`src/rtl/line_fill_arbiter_if.sv`:
```
// Bundle of the I-side, D-side and memory-side signals of the line-fill arbiter.
// The arbiter connects through the slave modport; the requesters and memory connect through master.
interface line_fill_arbiter_if #(
    parameter int ADDR_W = 64,
    parameter int DATA_W = 32,
    parameter int BEATS  = 4
);
    localparam int LINE_W = DATA_W * BEATS;

    logic              i_req_valid;
    logic [ADDR_W-1:0] i_req_addr;
    logic              i_req_ready;
    logic              i_fill_valid;

    logic              d_req_valid;
    logic [ADDR_W-1:0] d_req_addr;
    logic              d_req_ready;
    logic              d_fill_valid;

    logic [LINE_W-1:0] fill_line;
    logic [ADDR_W-1:0] fill_addr;

    logic              mem_req_valid;
    logic [ADDR_W-1:0] mem_req_addr;
    logic              mem_req_ready;
    logic              mem_rsp_valid;
    logic [DATA_W-1:0] mem_rsp_data;

    logic              busy;
    logic              err;

    modport slave (
        input  i_req_valid, i_req_addr, d_req_valid, d_req_addr,
        input  mem_req_ready, mem_rsp_valid, mem_rsp_data,
        output i_req_ready, i_fill_valid, d_req_ready, d_fill_valid,
        output fill_line, fill_addr, mem_req_valid, mem_req_addr, busy, err
    );

    modport master (
        output i_req_valid, i_req_addr, d_req_valid, d_req_addr,
        output mem_req_ready, mem_rsp_valid, mem_rsp_data,
        input  i_req_ready, i_fill_valid, d_req_ready, d_fill_valid,
        input  fill_line, fill_addr, mem_req_valid, mem_req_addr, busy, err
    );
endinterface

```
`src/rtl/line_fill_arbiter.sv`:
```
// Round-robin sharing of one memory read port between I-cache and D-cache line fills:
// issues the line command, gathers BEATS beats into one line and pulses the owner's fill_valid.
module line_fill_arbiter #(
    parameter int ADDR_W = 64,
    parameter int DATA_W = 32,
    parameter int BEATS  = 4
) (
    input logic                clk,
    input logic                rst,
    line_fill_arbiter_if.slave bus
);
    localparam int LINE_W = DATA_W * BEATS;
    localparam int CNT_W  = (BEATS > 1) ? $clog2(BEATS) : 1;
    localparam logic [CNT_W-1:0]  LAST_BEAT = CNT_W'(BEATS - 1);
    localparam logic [ADDR_W-1:0] LINE_MASK = ~ADDR_W'(15);

    typedef enum logic [1:0] {
        S_IDLE = 2'd0,
        S_CMD  = 2'd1,
        S_DATA = 2'd2,
        S_DONE = 2'd3
    } state_t;

    state_t            state_q, state_d;
    logic              owner_i_q, owner_i_d;
    logic              last_i_q, last_i_d;
    logic [ADDR_W-1:0] addr_q, addr_d;
    logic [CNT_W-1:0]  cnt_q, cnt_d;
    logic [LINE_W-1:0] line_q, line_d;
    logic              i_fill_q, i_fill_d;
    logic              d_fill_q, d_fill_d;
    logic              err_q, err_d;

    logic              sel_i;
    logic              i_rdy;
    logic              d_rdy;
    logic [ADDR_W-1:0] req_addr;

    // Ready is combinational, so it is also gated by rst to stay low while reset is held.
    always_comb begin
        sel_i    = bus.i_req_valid && (!bus.d_req_valid || !last_i_q);
        i_rdy    = (state_q == S_IDLE) && rst && sel_i;
        d_rdy    = (state_q == S_IDLE) && rst && bus.d_req_valid && !sel_i;
        req_addr = i_rdy ? bus.i_req_addr : bus.d_req_addr;
    end

    always_comb begin
        state_d   = state_q;
        owner_i_d = owner_i_q;
        last_i_d  = last_i_q;
        addr_d    = addr_q;
        cnt_d     = cnt_q;
        line_d    = line_q;
        i_fill_d  = 1'b0;
        d_fill_d  = 1'b0;
        err_d     = err_q;

        if (bus.mem_rsp_valid && (state_q != S_DATA)) begin
            err_d = 1'b1;
        end

        case (state_q)
            S_IDLE: begin
                if (i_rdy || d_rdy) begin
                    owner_i_d = i_rdy;
                    last_i_d  = i_rdy;
                    addr_d    = req_addr & LINE_MASK;
                    state_d   = S_CMD;
                end
            end
            S_CMD: begin
                if (bus.mem_req_ready) begin
                    cnt_d   = '0;
                    state_d = S_DATA;
                end
            end
            S_DATA: begin
                if (bus.mem_rsp_valid) begin
                    for (int k = 0; k < BEATS; k++) begin
                        if (cnt_q == CNT_W'(k)) begin
                            line_d[k*DATA_W +: DATA_W] = bus.mem_rsp_data;
                        end
                    end
                    cnt_d = cnt_q + 1'b1;
                    // Fill pulse is registered here so it lands exactly on the DONE cycle.
                    if (cnt_q == LAST_BEAT) begin
                        i_fill_d = owner_i_q;
                        d_fill_d = !owner_i_q;
                        state_d  = S_DONE;
                    end
                end
            end
            S_DONE: begin
                state_d = S_IDLE;
            end
            default: begin
                state_d = S_IDLE;
            end
        endcase
    end

    always_ff @(posedge clk or negedge rst) begin
        if (!rst) begin
            state_q   <= S_IDLE;
            owner_i_q <= 1'b0;
            last_i_q  <= 1'b0;
            addr_q    <= '0;
            cnt_q     <= '0;
            line_q    <= '0;
            i_fill_q  <= 1'b0;
            d_fill_q  <= 1'b0;
            err_q     <= 1'b0;
        end else begin
            state_q   <= state_d;
            owner_i_q <= owner_i_d;
            last_i_q  <= last_i_d;
            addr_q    <= addr_d;
            cnt_q     <= cnt_d;
            line_q    <= line_d;
            i_fill_q  <= i_fill_d;
            d_fill_q  <= d_fill_d;
            err_q     <= err_d;
        end
    end

    assign bus.i_req_ready   = i_rdy;
    assign bus.d_req_ready   = d_rdy;
    assign bus.i_fill_valid  = i_fill_q;
    assign bus.d_fill_valid  = d_fill_q;
    assign bus.fill_line     = line_q;
    assign bus.fill_addr     = addr_q;
    assign bus.mem_req_valid = (state_q == S_CMD);
    assign bus.mem_req_addr  = addr_q;
    assign bus.busy          = (state_q != S_IDLE);
    assign bus.err           = err_q;
endmodule
```
`src/flat_wrapper.sv`:
```
// flat-port wrapper written by rule: the top's interface ports become plain ports
module line_fill_arbiter_flat 
#(
    parameter int ADDR_W = 64,
    parameter int DATA_W = 32,
    parameter int BEATS  = 4
)
  (clk, rst, bus_i_req_valid, bus_i_req_addr, bus_d_req_valid, bus_d_req_addr, bus_mem_req_ready, bus_mem_rsp_valid, bus_mem_rsp_data, bus_i_req_ready, bus_i_fill_valid, bus_d_req_ready, bus_d_fill_valid, bus_fill_line, bus_fill_addr, bus_mem_req_valid, bus_mem_req_addr, bus_busy, bus_err);
  line_fill_arbiter_if #(.ADDR_W(ADDR_W), .DATA_W(DATA_W), .BEATS(BEATS)) bus_i ();
  input logic clk;
  input logic rst;
  input wire logic [$bits(bus_i.i_req_valid)-1:0] bus_i_req_valid;
  input wire logic [$bits(bus_i.i_req_addr)-1:0] bus_i_req_addr;
  input wire logic [$bits(bus_i.d_req_valid)-1:0] bus_d_req_valid;
  input wire logic [$bits(bus_i.d_req_addr)-1:0] bus_d_req_addr;
  input wire logic [$bits(bus_i.mem_req_ready)-1:0] bus_mem_req_ready;
  input wire logic [$bits(bus_i.mem_rsp_valid)-1:0] bus_mem_rsp_valid;
  input wire logic [$bits(bus_i.mem_rsp_data)-1:0] bus_mem_rsp_data;
  output wire logic [$bits(bus_i.i_req_ready)-1:0] bus_i_req_ready;
  output wire logic [$bits(bus_i.i_fill_valid)-1:0] bus_i_fill_valid;
  output wire logic [$bits(bus_i.d_req_ready)-1:0] bus_d_req_ready;
  output wire logic [$bits(bus_i.d_fill_valid)-1:0] bus_d_fill_valid;
  output wire logic [$bits(bus_i.fill_line)-1:0] bus_fill_line;
  output wire logic [$bits(bus_i.fill_addr)-1:0] bus_fill_addr;
  output wire logic [$bits(bus_i.mem_req_valid)-1:0] bus_mem_req_valid;
  output wire logic [$bits(bus_i.mem_req_addr)-1:0] bus_mem_req_addr;
  output wire logic [$bits(bus_i.busy)-1:0] bus_busy;
  output wire logic [$bits(bus_i.err)-1:0] bus_err;
  assign bus_i.i_req_valid = bus_i_req_valid;
  assign bus_i.i_req_addr = bus_i_req_addr;
  assign bus_i.d_req_valid = bus_d_req_valid;
  assign bus_i.d_req_addr = bus_d_req_addr;
  assign bus_i.mem_req_ready = bus_mem_req_ready;
  assign bus_i.mem_rsp_valid = bus_mem_rsp_valid;
  assign bus_i.mem_rsp_data = bus_mem_rsp_data;
  assign bus_i_req_ready = bus_i.i_req_ready;
  assign bus_i_fill_valid = bus_i.i_fill_valid;
  assign bus_d_req_ready = bus_i.d_req_ready;
  assign bus_d_fill_valid = bus_i.d_fill_valid;
  assign bus_fill_line = bus_i.fill_line;
  assign bus_fill_addr = bus_i.fill_addr;
  assign bus_mem_req_valid = bus_i.mem_req_valid;
  assign bus_mem_req_addr = bus_i.mem_req_addr;
  assign bus_busy = bus_i.busy;
  assign bus_err = bus_i.err;
  line_fill_arbiter #(.ADDR_W(ADDR_W), .DATA_W(DATA_W), .BEATS(BEATS)) u_core (.clk(clk), .rst(rst), .bus(bus_i));
endmodule
```
`config.mk`:
```
export PLATFORM = sky130hd
export DESIGN_NAME = line_fill_arbiter_flat
export DESIGN_NICKNAME = d
export VERILOG_FILES = /design/src/rtl/line_fill_arbiter_if.sv /design/src/rtl/line_fill_arbiter.sv /design/src/flat_wrapper.sv
export SDC_FILE = /design/constraint.sdc
export NUM_CORES = 1
export LEC_CHECK = 0
export BUFFER_PORTS_ARGS = -buffer_cell sky130_fd_sc_hd__buf_2
export CAP_MARGIN = 20
export CORE_AREA = 2 2 164 166
export DETAILED_ROUTE_END_ITERATION = 6
export DIE_AREA = 0 0 166 168
export PLACE_DENSITY = 0.68
export SETUP_SLACK_MARGIN = 0.05
export SLEW_MARGIN = 40
export SYNTH_ARGS = -nofsm -noshare
export SYNTH_HDL_FRONTEND = slang
export SYNTH_SLANG_ARGS = --single-unit
export TNS_END_PERCENT = 100
```
`constraint.sdc`:
```
create_clock -name clk -period 2.6 [get_ports clk]
set_clock_uncertainty 0.05 [all_clocks]
set_input_delay 0.39 -clock clk [delete_from_list [all_inputs] [get_ports clk]]
set_output_delay 0.39 -clock clk [all_outputs]
set_load 0.005 [all_outputs]
```
**Word-level counts from Yosys, hierarchy flattened**

Cells that the tools add are included.

- Flip-flop bits (word level): 196
- Input bits: 166

- $add $sub $neg: 1
- Equal/unequal tests: 11
- Muxes and demuxes: 15
- Reductions and logical operators: 22

Operators with widths:

| cell | count |
|---|---|
| $mux W64 | 1 |
| $reduce_and A3 Y1 | 5 |
| $mux W2 | 6 |
| $eq A2 B2 Y1 const B | 4 |
| $ne A2 B2 Y1 const B | 4 |
| $pmux W2 S4 | 1 |
| $logic_and A1 B1 Y1 | 6 |
| $mux W1 | 6 |
| $eq A2 B1 Y1 const B | 2 |
| $logic_not A2 Y1 | 2 |
| $pmux W2 S2 | 1 |
| $reduce_and A4 Y1 | 1 |
| $reduce_bool A2 Y1 | 2 |
| $logic_not A1 Y1 | 3 |
| $add A2 B1 Y2 const B | 1 |
| $logic_or A1 B1 Y1 | 2 |
| $ne A2 B1 Y1 const B | 1 |
| $reduce_and A2 Y1 | 1 |

**Depth between registers and ports, before layout**

Gate-level depths: netlist of the first run.

- Depth in word-level cells: 8
- Mapped depth: 6
- Gate-level depth less buffers: 5

**Least setup slack after synthesis of the first run**

No wires, ideal clock.

- Path type: flip-flop to output port
- From: reg u_core.state_q[0]
- To: out bus_i_req_ready
- Data arrival time: 1.367 ns
- Path slack: 0.793 ns
- Cell stages (with the launch flop): 6
- Path buffers: 1
- Cells stage by stage: dfrtp_1 > inv_1 > ha_1 > nand3_2 > a21oi_2 > buf_6

- Longest elaborated chain between the ends: 3

RTL lines:

| what | RTL line | source |
|---|---|---|
| from (decl) | line_fill_arbiter.sv:24 | `state_t state_q, state_d;` |
| from (signal assigned) | line_fill_arbiter.sv:114 | `state_q <= state_d;` |
| $logic_not A2 Y1 | line_fill_arbiter.sv:42 | `i_rdy = (state_q == S_IDLE) && rst && sel_i;` |
| $logic_and A1 B1 Y1 (2 in series) | line_fill_arbiter.sv:42 |  |
| to (decl) | flat_wrapper.sv:19 | `output wire logic [$bits(bus_i.i_req_ready)-1:0] bus_i_req_ready;` |

No other way between the ends.

**Worst setup path after layout of the first run**

- From: reg u_core.state_q[1]
- To: out bus_d_req_ready

- Longest elaborated chain between the ends: 4

RTL lines:

| what | RTL line | source |
|---|---|---|
| $logic_not A2 Y1 | line_fill_arbiter.sv:43 | `d_rdy = (state_q == S_IDLE) && rst && bus.d_req_valid && !sel_i;` |
| $logic_and A1 B1 Y1 (3 in series) | line_fill_arbiter.sv:43 |  |
| to (decl) | flat_wrapper.sv:21 | `output wire logic [$bits(bus_i.d_req_ready)-1:0] bus_d_req_ready;` |

No other way between the ends.

==> run_results.csv, run 1 <==
group,metric,value,unit
logic_synthesis,synth.avg_cell_area,14.2,sq um
worst_setup_path,rr_startpoint,"u_core.state_q[1]",
logic_synthesis,synth_top_area_cell,"dfrtp_1",
global_route,track_usage,0.174,
worst_setup_path,critPathLaunchType,"flip-flop",
worst_setup_path,critical_path_depth,5,
worst_setup_path,cp_max_fo,7,
worst_hold_path,holdCritStartpoint,"bus_i_req_addr[51]",
drt,wl,24700,um
floorplanning,core,26400,sq um
floorplanning,die_h,168,um
place,io_buffers,412,
sta,rsz0062_at_grt,"false",
worst_setup_path,critPathCaptureType,"output port",
drt,first_iter_violations,298,
clock_tree,cts.path.max_buffers,2,
place,place.gp.congestion,0.816,
global_route,globalRoute.totalOverflow,0,
power_and_ir_drop,powerDensity,1140,nW/um^2
clock_tree,cts_made_buffers,17,
cells_and_area,layout-drive-gt1-share,0.631,
sta,finalSetupViolCount,0,
sta,finalHoldViolations,0,
logic_synthesis,yosysSeqAreaShare,0.585,
clock_tree,htreeDepth,4,
floorplanning,die_w,166,um
sta,final.setup.tns,0,ns
sta,slew_violations,0,
global_route,grt_pass1_vias,6344,
worst_setup_path,worst-r2r-cell-count,6,
clock_tree,ctsResizeCount,0,
logic_synthesis,async_flop_share,1.00,
power_and_ir_drop,peakVddDrop,0.447,mV
place,placed_cell_area,10400,sq um
cells_and_area,fin_area,11000,sq um
worst_hold_path,hold_class,"in2reg",
worst_hold_path,hold_depth,2,
sta,fin_crit_sh,0.911,
logic_synthesis,yosysMostFrequentCell,"dfrtp_1",
global_route,grt_pass1_wl,38000,um
clock_tree,cts.sinks,196,
logic_synthesis,synth_area_leaders,"dfrtp_1 (59%), mux2_2 (17%), a221o_1 (6.7%), buf_4 (6.1%), and2_0 (2.3%)",
cells_and_area,area_growth,31.4,%
floorplanning,ios,429,
cells_and_area,regArea,4900,sq um
floorplanning,rows,60,
worst_setup_path,cp_top_family,"simple AND/OR/NAND/NOR gates",
clock_tree,cts_tree,"yes",
floorplanning,start_util,0.318,
clock_tree,postCtsSetupRepairBufs,0,
logic_synthesis,synth-main-ff-cell,"dfrtp_1",
worst_setup_path,cpPeakStageDelay,0.41,ns
clock_tree,clk-insertion-delay-late,0.42,ns
drt,vias,6155,
worst_setup_path,worst_ep_arrival_time,1.93,ns
logic_synthesis,yosys_warnings,0,
worst_setup_path,required,2.16,ns
worst_setup_path,path_buf_inv,2,
worst_setup_path,crit_slowest_cell,"dfrtp_1",
drt,wl_per_cell,18.9,um
worst_setup_path,path_cells,"inv_1, ha_1, nand3_1, nor2_4, buf_2",
logic_synthesis,synth.top_cells.by_count,"dfrtp_1 (196), mux2_2 (128), buf_4 (68), a221o_1 (56), and2_0 (31)",
drt,dr.pass1.iters,4,
logic_synthesis,synthDistinctLibCells,33,
power_and_ir_drop,p_leak,0.00586,uW
outcome,status,"finished, final reports clean",
logic_synthesis,synth-seq-cells,196,
sta,timing.fmax,422,MHz
global_route,grt_max_degree,61,
worst_setup_path,cp-startpoint,"u_core.state_q[1]",
cells_and_area,multi_input_area,2800,sq um
drt,avgViaCountPerCell,4.72,
global_route,grt_antenna_before_repair,1,
logic_synthesis,yosysTopAreaCellShare,0.585,
drt,antenna_left,0,
drt,drc,0,
logic_synthesis,syn_inst,589,
sta,tightest_slew,0.665,ns
cells_and_area,fin_nets,1124,
sta,slew_headroom,0.556,
sta,finalCriticalPeriod,2.37,ns
logic_synthesis,syn_area,8380,sq um
clock_tree,cts_hold_buffers,1,
run,drv_cap,0,
clock_tree,clk_pin_slew,0.08,ns
worst_setup_path,critical_path_class,"reg2out",
cells_and_area,n_fill_cell,2551,
clock_tree,clockRootBuffer,"clkbuf_16",
floorplanning,dieArea,27900,sq um
place,detailed_place_hpwl,18600,um
logic_synthesis,synth_edf_count,0,
[power breakdown]
group | switching (uW) | internal, uW | total [uW]
clock | 1330 | 1290 | 2620
combinational | 2080 | 2650 | 4720
sequential | 792 | 4380 | 5170
total | 4190 | 8320 | 12500
[layer usage]
| layer | vias up | routed length, um | part of all wire | GRT usage |
|---|---|---|---|---|
| li1 | 2754 | - | - | - |
| met1 | 3067 | 10000 | 0.40 | 0.213 |
| met2 | 298 | 12300 | 0.50 | 0.294 |
| met3 | 36 | 1880 | 0.076 | 0.0538 |
| met4 | 0 | 580 | 0.023 | 0.0578 |
| met5 | - | 0 | 0 | 0 |
[registers in the layout, summed over array words and instances (netlist names)]
name                     flops
u_core.bus.fill_line       128
u_core.bus.fill_addr        60
u_core.cnt_q                 2
u_core.state_q               2
u_core.bus.d_fill_valid      1
u_core.bus.err               1
u_core.bus.i_fill_valid      1
u_core.owner_i_q             1
[cell type report]
| type | instances | share of cell area |
|---|---|---|
| Sequential cell | 196 | 0.446 |
| Multi-Input combinational cell | 293 | 0.254 |
| Timing Repair Buffer | 435 | 0.205 |
| Clock buffer | 18 | 0.0390 |
| Tap cell | 341 | 0.0388 |
| Clock inverter | 14 | 0.0147 |
| Inverter | 7 | 0.00239 |
| Antenna cell | 1 | 0.000227 |
[worst paths after layout]
check / to / slack, ns
setup / recovery: bus_d_req_ready / 0.23
hold / removal: u_core.bus.fill_addr[51] / 0.14
setup reg to reg: u_core.bus.fill_addr[34] / 0.60
hold reg to reg: u_core.bus.err / 0.41
max in group asynchronous: u_core.bus.fill_line[1] / 0.92
min in group asynchronous: u_core.owner_i_q / 0.32
[worst reg2reg max path: cells and delay by family, from the launching register on]
family	cells	cell delay, ns
AOI/OAI and AO/OA	1	0.22
buffers and inverters	2	0.45
adders and majority gates	1	0.35
DFF	1	0.41
and+or+nand+nor	2	0.47
[cells by family (layout without fill, tap and decap cells)]
| family | after synthesis | after routing | synth area share |
|---|---|---|---|
| buf+inv | 107 | 474 | 0.0868 |
| flops | 196 | 196 | 0.585 |
| compound gates | 73 | 73 | 0.0863 |
| fa+ha+maj | 8 | 8 | 0.0119 |
| mux | 129 | 129 | 0.174 |
| other cells | 1 | 9 | 0.000448 |
| simple gates | 75 | 75 | 0.0553 |
[per-stage QoR]
| step | worst slack (ns) | utilization | instances | power (uW) | hold slack (ns) |
|---|---|---|---|---|---|
| floorplan | 0.793 | - | 596 | 7900 | 0.0444 |
| finish | 0.230 | 0.418 | 1305 | 12500 | 0.141 |
| global placement | 0.647 | 0.394 | 1270 | 9880 | 0.172 |
| detailed placement | 0.600 | 0.395 | 1271 | 10000 | 0.172 |
| global route | 0.0643 | 0.418 | 1305 | 13400 | 0.120 |
| CTS | 0.163 | 0.418 | 1304 | 12700 | 0.117 |
[layout by cell type (no fill, tap or decap), types with 2 or more instances in the layout]
cell type,count
a221o_1,56
a221o_2,5
a22o_1,2
and2_0,31
and2_1,29
buf_2,411
buf_4,21
clkbuf_16,17
clkinv_4,2
clkinv_8,5
conb_1,8
dfrtp_1,196
ha_1,8
inv_1,7
inv_6,5
mux2_2,128
nand2_1,2
nand2b_1,2
nand3_2,5
nor2_1,2
Note: power is estimated with default switching activity, not from simulation.
==> run 2, diff against run 1 <==
--- a/config.mk
+++ b/config.mk
@@ -7,10 +7,10 @@
 export LEC_CHECK = 0
 export BUFFER_PORTS_ARGS = -buffer_cell sky130_fd_sc_hd__buf_2
 export CAP_MARGIN = 20
-export CORE_AREA = 2 2 164 166
+export CORE_AREA = 2 2 165 167
 export DETAILED_ROUTE_END_ITERATION = 6
-export DIE_AREA = 0 0 166 168
-export PLACE_DENSITY = 0.68
+export DIE_AREA = 0 0 167 169
+export PLACE_DENSITY = 0.67
 export SETUP_SLACK_MARGIN = 0.05
 export SLEW_MARGIN = 40
 export SYNTH_ARGS = -nofsm -noshare
==> constraint.sdc (replaced) <==
create_clock -name clk -period 2.25 [get_ports clk]
set_clock_uncertainty 0.05 [all_clocks]
set_input_delay 0.3375 -clock clk [delete_from_list [all_inputs] [get_ports clk]]
set_output_delay 0.3375 -clock clk [all_outputs]
set_load 0.005 [all_outputs]
==> run 2 against run 1 <==
Net effect:
- largest cell class unchanged
- routed wire length up 6.1%
- flip-flop and latch count unchanged
- critical path type unchanged
- via count decreased by 0.57%
- sequential power grew 16%
- cell count increased by 0.46%
- critical path depth did not move
- combinational power rose by 18%
- worst setup slack worse by 0.065 ns
- core utilization is essentially flat
- hold slack worse by 0.055 ns
==> run_results.csv, run 2 (synthesis gave the netlist of run 1 again) <==
group,metric,value,unit
sta,rsz0062_at_grt,"false",
drt,avgViaCountPerCell,4.67,
drt,vias,6120,
worst_hold_path,holdCritStartpoint,"bus_i_req_addr[56]",
outcome,status,"finished, final reports clean",
worst_setup_path,worst-r2r-cell-count,8,
floorplanning,start_util,0.316,
worst_setup_path,path_buf_inv,2,
sta,timing.fmax,480,MHz
drt,wl_per_cell,20.0,um
global_route,grt_max_degree,124,
clock_tree,clockRootBuffer,"clkbuf_16",
power_and_ir_drop,p_leak,0.00590,uW
sta,finalHoldViolations,0,
worst_setup_path,rr_startpoint,"u_core.state_q[1]",
floorplanning,ios,429,
global_route,grt_antenna_before_repair,5,
cells_and_area,fin_nets,1128,
place,io_buffers,412,
worst_setup_path,cpPeakStageDelay,0.41,ns
place,place.gp.congestion,0.801,
global_route,met3_usage,0.0620,
run,drv_cap,0,
global_route,grt_util_met2,0.314,
clock_tree,cts.sinks,196,
cells_and_area,n_fill_cell,2533,
worst_setup_path,cp_max_fo,7,
sta,finalSetupViolCount,0,
cells_and_area,fin_area,11100,sq um
floorplanning,die_w,167,um
global_route,globalRoute.totalOverflow,0,
global_route,grt_pass1_vias,6378,
drt,first_iter_violations,310,
worst_hold_path,hold_class,"in2reg",
floorplanning,dieArea,28200,sq um
clock_tree,clk_pin_slew,0.08,ns
worst_setup_path,rrSetupSlack,0.25,ns
floorplanning,die_h,169,um
cells_and_area,layout-drive-gt1-share,0.636,
cells_and_area,layout_commonest_cell,"buf_2",
sta,finalCriticalPeriod,2.08,ns
floorplanning,rows,60,
global_route,grt_pass1_wl,39300,um
worst_hold_path,hold_depth,2,
worst_setup_path,cp_top_family,"flip-flops",
sta,final.setup.tns,0,ns
clock_tree,htreeDepth,4,
clock_tree,cts_tree,"yes",
drt,drc,0,
clock_tree,clk-insertion-delay-late,0.42,ns
global_route,track_usage,0.182,
global_route,busiest_layer,"met2",
clock_tree,cts_made_buffers,17,
drt,wl,26200,um
power_and_ir_drop,peakVddDrop,0.515,mV
sta,slew_violations,0,
cells_and_area,area_growth,32.3,%
worst_setup_path,critical_path_class,"reg2out",
drt,dr.pass1.iters,4,
place,detailed_place_hpwl,19000,um
worst_setup_path,critPathLaunchType,"flip-flop",
worst_setup_path,crit_slowest_cell,"dfrtp_1",
worst_setup_path,path_cells,"inv_1, ha_4, nand3_2, a21oi_4, buf_2",
place,placed_cell_area,10400,sq um
cells_and_area,largest_reg_flops,128,
global_route,use_met1,0.217,
cells_and_area,layout_common_cells,"buf_2 (411), dfrtp_1 (196), mux2_2 (128)",
worst_hold_path,min_to,"u_core.bus.fill_addr[56]",
sta,fin_crit_sh,0.927,
worst_setup_path,required,1.86,ns
floorplanning,core,26500,sq um
drt,antenna_left,0,
clock_tree,cts.path.max_buffers,2,
sta,tightest_slew,0.735,ns
worst_setup_path,critPathCaptureType,"output port",
sta,slew_headroom,0.510,
worst_setup_path,r2r-end,"u_core.bus.fill_addr[4]",
worst_setup_path,critical_path_depth,5,
power_and_ir_drop,powerDensity,1320,nW/um^2
worst_setup_path,worst_ep_arrival_time,1.70,ns
## run 2: final cells by class
class | instances | area (sq um) | area share
clock buffer | 18 | 439 | 0.0396
clock inverter | 14 | 164 | 0.0148
inverter | 7 | 26.3 | 0.00237
tap | 341 | 427 | 0.0385
antenna | 3 | 7.51 | 0.000677
multi-input combinational | 293 | 2810 | 0.254
timing repair buffer | 439 | 2300 | 0.208
sequential | 196 | 4900 | 0.443
## run 2: per-layer routing
metal,wire length [um],up-vias
met5,13,-
met4,381,2
met3,2210,17
met2,13200,272
met1,10400,3064
li1,-,2765
## run 2: report_power, final
part	leakage (uW)	internal, uW	switching, uW	total, uW
clock	0.000293	1530	1560	3090
combinational	0.00312	3090	2450	5550
sequential	0.00249	5060	943	6000
total	0.00590	9680	4960	14600
## run 2: per-stage QoR
step	total power [uW]	hold WS (ns)	setup WS, ns	std cells	util
3_3_place_gp	11500	0.389	0.253	1271	0.393
4_1_cts	14800	0.0649	0.0926	1308	0.418
6_report	14600	0.0860	0.165	1311	0.418
3_5_place_dp	11600	0.395	0.172	1271	0.393
2_1_floorplan	9130	-0.00809	0.495	596	-
5_1_grt	15600	0.0587	0.0769	1310	0.418
## run 2: repair_timing
action / in CTS / in global routing
setup endpoints to repair: 2 / 1
endpoints found under the hold margin: 73 / 0
pin swaps: 1 / 1
hold buffers: 1 / 0
gates resized for setup: 2 / 1
buffers inserted: 4 / 0
## run 2: worst max-delay path by stage
stage                            from                        to
floorplan           u_core.state_q[0]           bus_i_req_ready
global placement    u_core.state_q[1]  u_core.bus.fill_addr[61]
detailed placement  u_core.state_q[0]  u_core.bus.fill_addr[53]
CTS                 u_core.state_q[0]           bus_d_req_ready
global route        u_core.state_q[1]           bus_d_req_ready
finish              u_core.state_q[1]           bus_i_req_ready
